<file path="src/rtl/pipe_hazard_ctrl.sv">
// IF/ID hazard and sequencing controller: load-use, jump/branch flush and a multicycle FP mul/div tracker.
// Optional macro FP_WB_BYPASS_EN releases FP RAW stalls during the writeback cycle.
module pipe_hazard_ctrl #(
  parameter int FP_MUL_LAT = 4,
  parameter int FP_DIV_LAT = 12
) (
  input  logic       Clk,
  input  logic       Rst_n,
  input  logic [5:0] Op_code,
  input  logic [4:0] Rs_ID,
  input  logic [4:0] Rt_ID,
  input  logic [4:0] Fs,
  input  logic [4:0] Fd,
  input  logic [5:0] Funct_ID,
  input  logic       MemRead_EX,
  input  logic [4:0] Rt_EX,
  input  logic       Branch_Taken_EX,
  output logic       IF_stall,
  output logic       IF_Flush,
  output logic       PC_Write,
  output logic       ID_Bubble,
  output logic       FPU_Busy,
  output logic [4:0] FP_Dest,
  output logic       FP_WB
);

  typedef enum logic [1:0] {IDLE, BUSY, WB} state_t;

  localparam logic [4:0] MUL_LOAD = 5'(FP_MUL_LAT - 1);
  localparam logic [4:0] DIV_LOAD = 5'(FP_DIV_LAT - 1);

  state_t     state_q, state_d;
  logic [4:0] cnt_q, cnt_d;
  logic [4:0] dest_q, dest_d;

  logic fp_id, fp_long, jmp_id;
  logic lu, raw, st, stall, issue;

  assign fp_id   = (Op_code == 6'h11);
  assign fp_long = fp_id && (Funct_ID == 6'h02 || Funct_ID == 6'h03);
  assign jmp_id  = (Op_code == 6'h02 || Op_code == 6'h03);

  assign lu = MemRead_EX && (Rt_EX != 5'd0) && (Rt_EX == Rs_ID || Rt_EX == Rt_ID);

`ifdef FP_WB_BYPASS_EN
  // The result is forwarded during WB, so the dependent op may leave ID then.
  assign raw = fp_id && (state_q == BUSY) && (Fs == dest_q || Rt_ID == dest_q);
`else
  assign raw = fp_id && (state_q != IDLE) && (Fs == dest_q || Rt_ID == dest_q);
`endif

  assign st    = fp_long && (state_q != IDLE);
  assign stall = lu || raw || st;
  assign issue = fp_long && !stall && !Branch_Taken_EX;

  // Hazard outputs: reset forcing, then branch > stall > jump.
  always_comb begin
    // NOTE: every output gets a default first so no path can infer a latch.
    IF_stall  = 1'b0;
    IF_Flush  = 1'b0;
    PC_Write  = 1'b1;
    ID_Bubble = 1'b0;
    if (!Rst_n) begin
      IF_Flush  = 1'b1;
      PC_Write  = 1'b0;
      ID_Bubble = 1'b1;
    end else if (Branch_Taken_EX) begin
      IF_Flush  = 1'b1;
      ID_Bubble = 1'b1;
    end else if (stall) begin
      IF_stall  = 1'b1;
      PC_Write  = 1'b0;
      ID_Bubble = 1'b1;
    end else if (jmp_id) begin
      IF_Flush  = 1'b1;
    end
  end

  always_comb begin
    state_d = state_q;
    cnt_d   = cnt_q;
    dest_d  = dest_q;
    unique case (state_q)
      IDLE: if (issue) begin
        state_d = BUSY;
        cnt_d   = (Funct_ID == 6'h03) ? DIV_LOAD : MUL_LOAD;
        dest_d  = Fd;
      end
      BUSY: begin
        if (cnt_q == 5'd0) state_d = WB;
        else               cnt_d   = cnt_q - 5'd1;
      end
      WB:      state_d = IDLE;
      default: state_d = IDLE;
    endcase
  end

  // NOTE: asynchronous reset aborts any in-flight op; no WB strobe is emitted afterwards.
  always_ff @(posedge Clk or negedge Rst_n) begin
    if (!Rst_n) begin
      state_q <= IDLE;
      cnt_q   <= 5'd0;
      dest_q  <= 5'd0;
    end else begin
      // NOTE: sequential state uses non-blocking assignments only.
      state_q <= state_d;
      cnt_q   <= cnt_d;
      dest_q  <= dest_d;
    end
  end

  assign FPU_Busy = (state_q != IDLE);
  assign FP_WB    = (state_q == WB);
  assign FP_Dest  = dest_q;

endmodule

</file>
<file path="config.mk">
export PLATFORM = sky130hd
export DESIGN_NAME = pipe_hazard_ctrl
export DESIGN_NICKNAME = d
export VERILOG_FILES = /design/src/rtl/pipe_hazard_ctrl.sv
export SDC_FILE = /design/constraint.sdc
export NUM_CORES = 1
export LEC_CHECK = 0
export ABC_CLOCK_PERIOD_IN_PS = 3200
export CAP_MARGIN = 0
export CORE_MARGIN = 4
export CORE_UTILIZATION = 41
export DETAILED_ROUTE_END_ITERATION = 16
export GPL_TIMING_DRIVEN = 0
export PLACE_DENSITY_LB_ADDON = 0.05
export REMOVE_ABC_BUFFERS = 1
export SETUP_SLACK_MARGIN = 0.05
export SLEW_MARGIN = 10
export SYNTH_ARGS = -nofsm -noshare
export SYNTH_HDL_FRONTEND = slang
export SYNTH_SLANG_ARGS = --single-unit
export TNS_END_PERCENT = 100
</file>
<file path="constraint.sdc">
create_clock -name Clk -period 3.2 [get_ports Clk]
set_input_delay 0.64 -clock Clk [delete_from_list [all_inputs] [get_ports Clk]]
set_output_delay 0.64 -clock Clk [all_outputs]
set_load 0.05 [all_outputs]
</file>
Word level (Yosys, flattened, before mapping)

Index checks and enable logic that the tools add are counted.

Register bits after elaboration: 12
Word-level logic and storage cells: 61

Add/sub/neg operators: 1
Equal/unequal tests: 14
Muxes and demuxes: 19
Reduce and logical (&&, ||, !) cells: 24

Operators by type and width:

| cell                                                               | count |
|---|---|
| 6-bit by 2-bit == test with 1-bit output, second input constant    | 4 |
| 5-bit == test                                                      | 4 |
| 1-bit two-way mux                                                  | 12 |
| 5-bit two-way mux                                                  | 2 |
| 5-bit one-hot mux with 2 select lines                              | 1 |
| 1-bit logical AND                                                  | 8 |
| 6-bit by 5-bit == test with 1-bit output, second input constant    | 1 |
| 1-bit logical OR                                                   | 6 |
| 2-bit != test, second input constant                               | 3 |
| 5-bit zero test                                                    | 1 |
| 5-bit nonzero test                                                 | 1 |
| 5-bit by 1-bit subtractor with 5-bit output, second input constant | 1 |
| 2-bit two-way mux                                                  | 2 |
| 4-bit two-way mux                                                  | 1 |
| 2-bit one-hot mux with 2 select lines                              | 1 |
| 2-bit AND reduction                                                | 2 |
| 2-bit nonzero test                                                 | 2 |
| 3-bit AND reduction                                                | 1 |
| 2-bit by 1-bit == test with 1-bit output, second input constant    | 1 |
| 2-bit == test, second input constant                               | 1 |
| 1-bit zero test                                                    | 2 |
| 2-bit zero test                                                    | 1 |

Logic depth before layout (Yosys ltp)

Depth after elaboration: 10
Depth in mapped cells: 7
Depth with buffers taken out: 7

Least setup slack after synthesis

OpenSTA, ideal clock, no wires.

Path kind: input-to-output
From: input port Op_code[3]
To: output port IF_stall
Data arrival time: 2.521 ns
Data required time: 2.560 ns
Setup slack: 0.039 ns
Cell stages on the path: 5
Path buffers: 0
Path through: or3_1 -> nor4_1 -> nand4_1 -> and3_1 -> a21oi_1

Longest elaborated chain between the ends: 8
Elaborated cells between the ends (all ways): 10

Ends and longest elaborated chain:

| what                                       | RTL line | text |
|---|---|---|
| from (decl)                                | 9        | `input logic [5:0] Op_code,` |
| 6-bit by 5-bit == test with 1-bit output * | 39       | `assign fp_id = (Op_code == 6'h11);` |
| 1-bit logical AND (2 in a row)             | 49       | `assign raw = fp_id && (state_q != IDLE) && (Fs == dest_q \|\| Rt_ID == dest_q);` |
| 1-bit logical OR                           | 53       | `assign stall = lu \|\| raw \|\| st;` |
| 1-bit logical OR *                         | 53       |  |
| 1-bit two-way mux *                        | 70       | `end else if (stall) begin` |
| 1-bit two-way mux *                        | 67       | `end else if (Branch_Taken_EX) begin` |
| 1-bit two-way mux *                        | 63       | `if (!Rst_n) begin` |
| to (decl)                                  | 18       | `output logic IF_stall,` |

Every way passes the cells marked *; elsewhere a longest branch is shown, timed or not.

Worst setup path after layout

From: input port Rt_EX[1]
To: output port ID_Bubble

Longest elaborated chain between the ends: 8
Elaborated cells between the ends (all ways): 11

Ends and longest elaborated chain:

| what                                                  | RTL line | text |
|---|---|---|
| from (decl)                                           | 16       | `input logic [4:0] Rt_EX,` |
| 5-bit == test or 5-bit nonzero test (tied branches)   | 43       | `assign lu = MemRead_EX && (Rt_EX != 5'd0) && (Rt_EX == Rs_ID \|\| Rt_EX == Rt_ID);` |
| 1-bit logical OR or 1-bit logical AND (tied branches) | 43       |  |
| 1-bit logical AND *                                   | 43       |  |
| 1-bit logical OR * (2 in a row)                       | 53       |  |
| 1-bit two-way mux *                                   | 70       |  |
| 1-bit two-way mux *                                   | 67       |  |
| 1-bit two-way mux *                                   | 63       |  |
| to (decl)                                             | 21       | `output logic ID_Bubble,` |

Marks and branches as above.

==> flow_summary.toml <==
[floorplanning]
core_region_area_um2 = 2040
placementRows = 16
effective_utilization_at_floorplan = 0.452
io_pins = 52
die_area_um2 = 3070
floorplan.die.height_um = 55.4
chipWidth_um = 55.4

[timing]
drv_slew = 0
final-setup-viol-count = 0
min_period_ps = 3070
fmaxAchievable_ghz = 0.326
slew_headroom = 0.558
rsz_0062_raised_after_global_routing = "no"
max_slew.worst_pin.slew_ps = 661
clock-skew-final_ps = 3.18
final_clock_period_utilization_by_the_worst_path = 0.959
hold_violations = 0

[cts]
clock_tree_from_tritoncts = "built"
cts_made_buffers = 3
cts_h_tree_lvls = 1
cts_sinks = 12
worst_skew_pair.late_latency_ps = 270
cts-root-to-sink-buffers = 2
clkSlewWorstSetupHoldPaths_ps = 80
clockRootBuffer = "clkbuf_4"

[route]
drt-pass1-iter-count = 4
post_drt_wl_per_cell_um = 14.3
initialDrtViolationCount = 16
detailroute.via_count = 924
route.antenna.remaining_nets = 0
vias_per_cell = 5.10
wl_mm = 2.59
remaining_drc_errors = 0

[yosys]
synth_cells = 100
synth.yosys.warnings = 0
postSynthRegisterBits = 12
synth_top_cell_area_share = 0.326
largest_area_contributor_in_the_synthesized_netlist = "dfrtp_1"
synthMostInstantiatedCell = "xnor2_1"
synth_area_per_cell_um2 = 9.22
asyncSetResetFlopFracSynth = 1.00
synth.cell_area_um2 = 922
synth_top_cells_by_count = "xnor2_1 (14), dfrtp_1 (12), nand2_1 (8)"
dominantRegCellSynth = "dfrtp_1"
synth-edff-count = 0
synth_seq_area_share = 0.326
synthTopCellsByArea = "dfrtp_1 (33%), xnor2_1 (13%), xor2_1 (6.6%), mux2_4 (6.5%), nor3_1 (3.3%)"
count_of_distinct_cell_types_in_the_synthesized_netlist = 30

[grt]
grt_max_degree = 16
grt.overflow.total = 0
grt_first_pass_wirelength_mm = 4.26
groute.usage.overall = 0.172
number_of_global_route_vias_before_repair = 951
antenna_violations_before_repair = 0

[power_and_ir_drop]
p_leak_nw = 0.658
internal-power_mw = 0.288
switching_share = 0.250
irDropWorstVdd_v = 0.000250
power_dissipated_by_switching_net_loads_mw = 0.0961
clock_power_share = 0.316
p_comb_frac = 0.285
p_total_mw = 0.384
power_per_cell_area_nw_per_um2 = 250
p_seq_frac = 0.399

[setup_path]
crit_type = "in -> out"
crit_path_max_fanout = 4
end_kind = "output pin"
data_required_time_at_the_worst_endpoint_ps = 2560
cp.arrival_ps = 2430
setup.worst_path.start_class = "input port"

[layout]
area_delta_synth_final_pct = 66.1
final_core_area_utilization = 0.750
final_layout_size_suffix_gt1_frac = 0.130
antenna_cells = 0
fin_nets = 198

[run]
maxCapViolCount = 0

[placement]
gp_routability_congestion = 0.820
detailed_placement_wirelength_estimate_mm = 2.15
buffer_ports.inserted = 51

[outcome]
status = "finished clean"

[hold_path]
hold_path.class = "reg -> reg"
-- worst max-delay path: stages --
cell	delay [ps]
clkdlybuf4s50_1	480
or4_1	550
o21a_1	230
nand2_1	150
nand4_1	120
clkbuf_4	260
-- cell families after synthesis --
logic type / after synthesis / share of synthesized area
buffers and inverters: 7 / 0.0366
multiplexers: 5 / 0.0773
XOR/XNOR: 21 / 0.199
AO/OA/AOI/OAI: 14 / 0.110
flip-flops: 12 / 0.326
AND/OR/NAND/NOR: 39 / 0.224
adder cells (fa/ha/maj): 2 / 0.0271
-- state kept, by name, indices dropped and copies added (netlist names) --
signal,flops
FP_Dest,5
state_q,2
cnt_q,5
-- path summary, 6_finish.rpt --
path	startpoint	to	slack (ps)	cells after the start
max	Rt_EX[1]	ID_Bubble	130	6
min	cnt_q[4]	cnt_q[4]	540	1
max reg2reg	state_q[1]	FP_Dest[2]	1510	4
min reg2reg	cnt_q[4]	cnt_q[4]	540	1
max in group asynchronous	Rst_n	FP_Dest[1]	2010	1
min in group asynchronous	Rst_n	cnt_q[3]	770	1
-- layout make-up --
cell class	instances	area (µm²)
Multi-Input combinational cell	81	626
Clock buffer	4	36.3
Sequential cell	12	300
Tap cell	27	33.8
Inverter	6	22.5
Timing Repair Buffer	51	513
Fill cell	179	510
-- power groups by stage --
| stage | Sequential (mW) | Combinational, mW | Clock, mW |
|---|---|---|---|
| finish | 0.153 | 0.109 | 0.121 |
| global route | 0.153 | 0.117 | 0.131 |
| CTS | 0.153 | 0.106 | 0.124 |
| detailed placement | 0.156 | 0.107 | 0 |
| global placement | 0.156 | 0.104 | 0 |
| floorplan | 0.157 | 0.0376 | 0 |
-- metrics by stage --
step	hold slack [ps]	area [µm²]	setup slack, ps	std cells	TNS, ps
CTS	549	1490	58.0	181	0
detailed placement	531	1460	-741	177	-2800
floorplan	344	911	39.1	99	0
finish	545	1530	130	181	0
global placement	530	1460	-760	177	-2860
global route	568	1530	66.9	181	0
-- routing by layer --
metal,wire length (µm),track usage
met1,1010,0.184
met2,1360,0.309
met3,216,0.0793
met4,7,0.0313
met5,0,0
-- what timing repair did --
action / in CTS / in global routing
buffers inserted: 0 / 0
hold buffers: 0 / 0
pin swaps: 1 / 6
gates resized for setup: 23 / 13
endpoints found under the setup margin: 4 / 4
-- placed cells by master, fill, tap and decap left out, drive strengths merged, types with 2 or more instances in the layout --
| cell | n |
|---|---|
| clkdlybuf4s50 | 45 |
| xnor2 | 14 |
| dfrtp | 12 |
| nand2 | 8 |
| xor2 | 7 |
| inv | 6 |
| nor3 | 6 |
| nor2 | 5 |
| mux2 | 5 |
| clkbuf | 5 |
| nand4 | 4 |
| a31oi | 3 |
| a31o | 3 |
| and2 | 3 |
| buf | 3 |
| nor2b | 2 |
| nand3 | 2 |
| o21a | 2 |
| a21o | 2 |
| a211oi | 2 |
| ha | 2 |
| dlymetal6s2s | 2 |
| or3 | 2 |
| nor4 | 2 |
No activity file was read; power rests on OpenSTA's default activity.
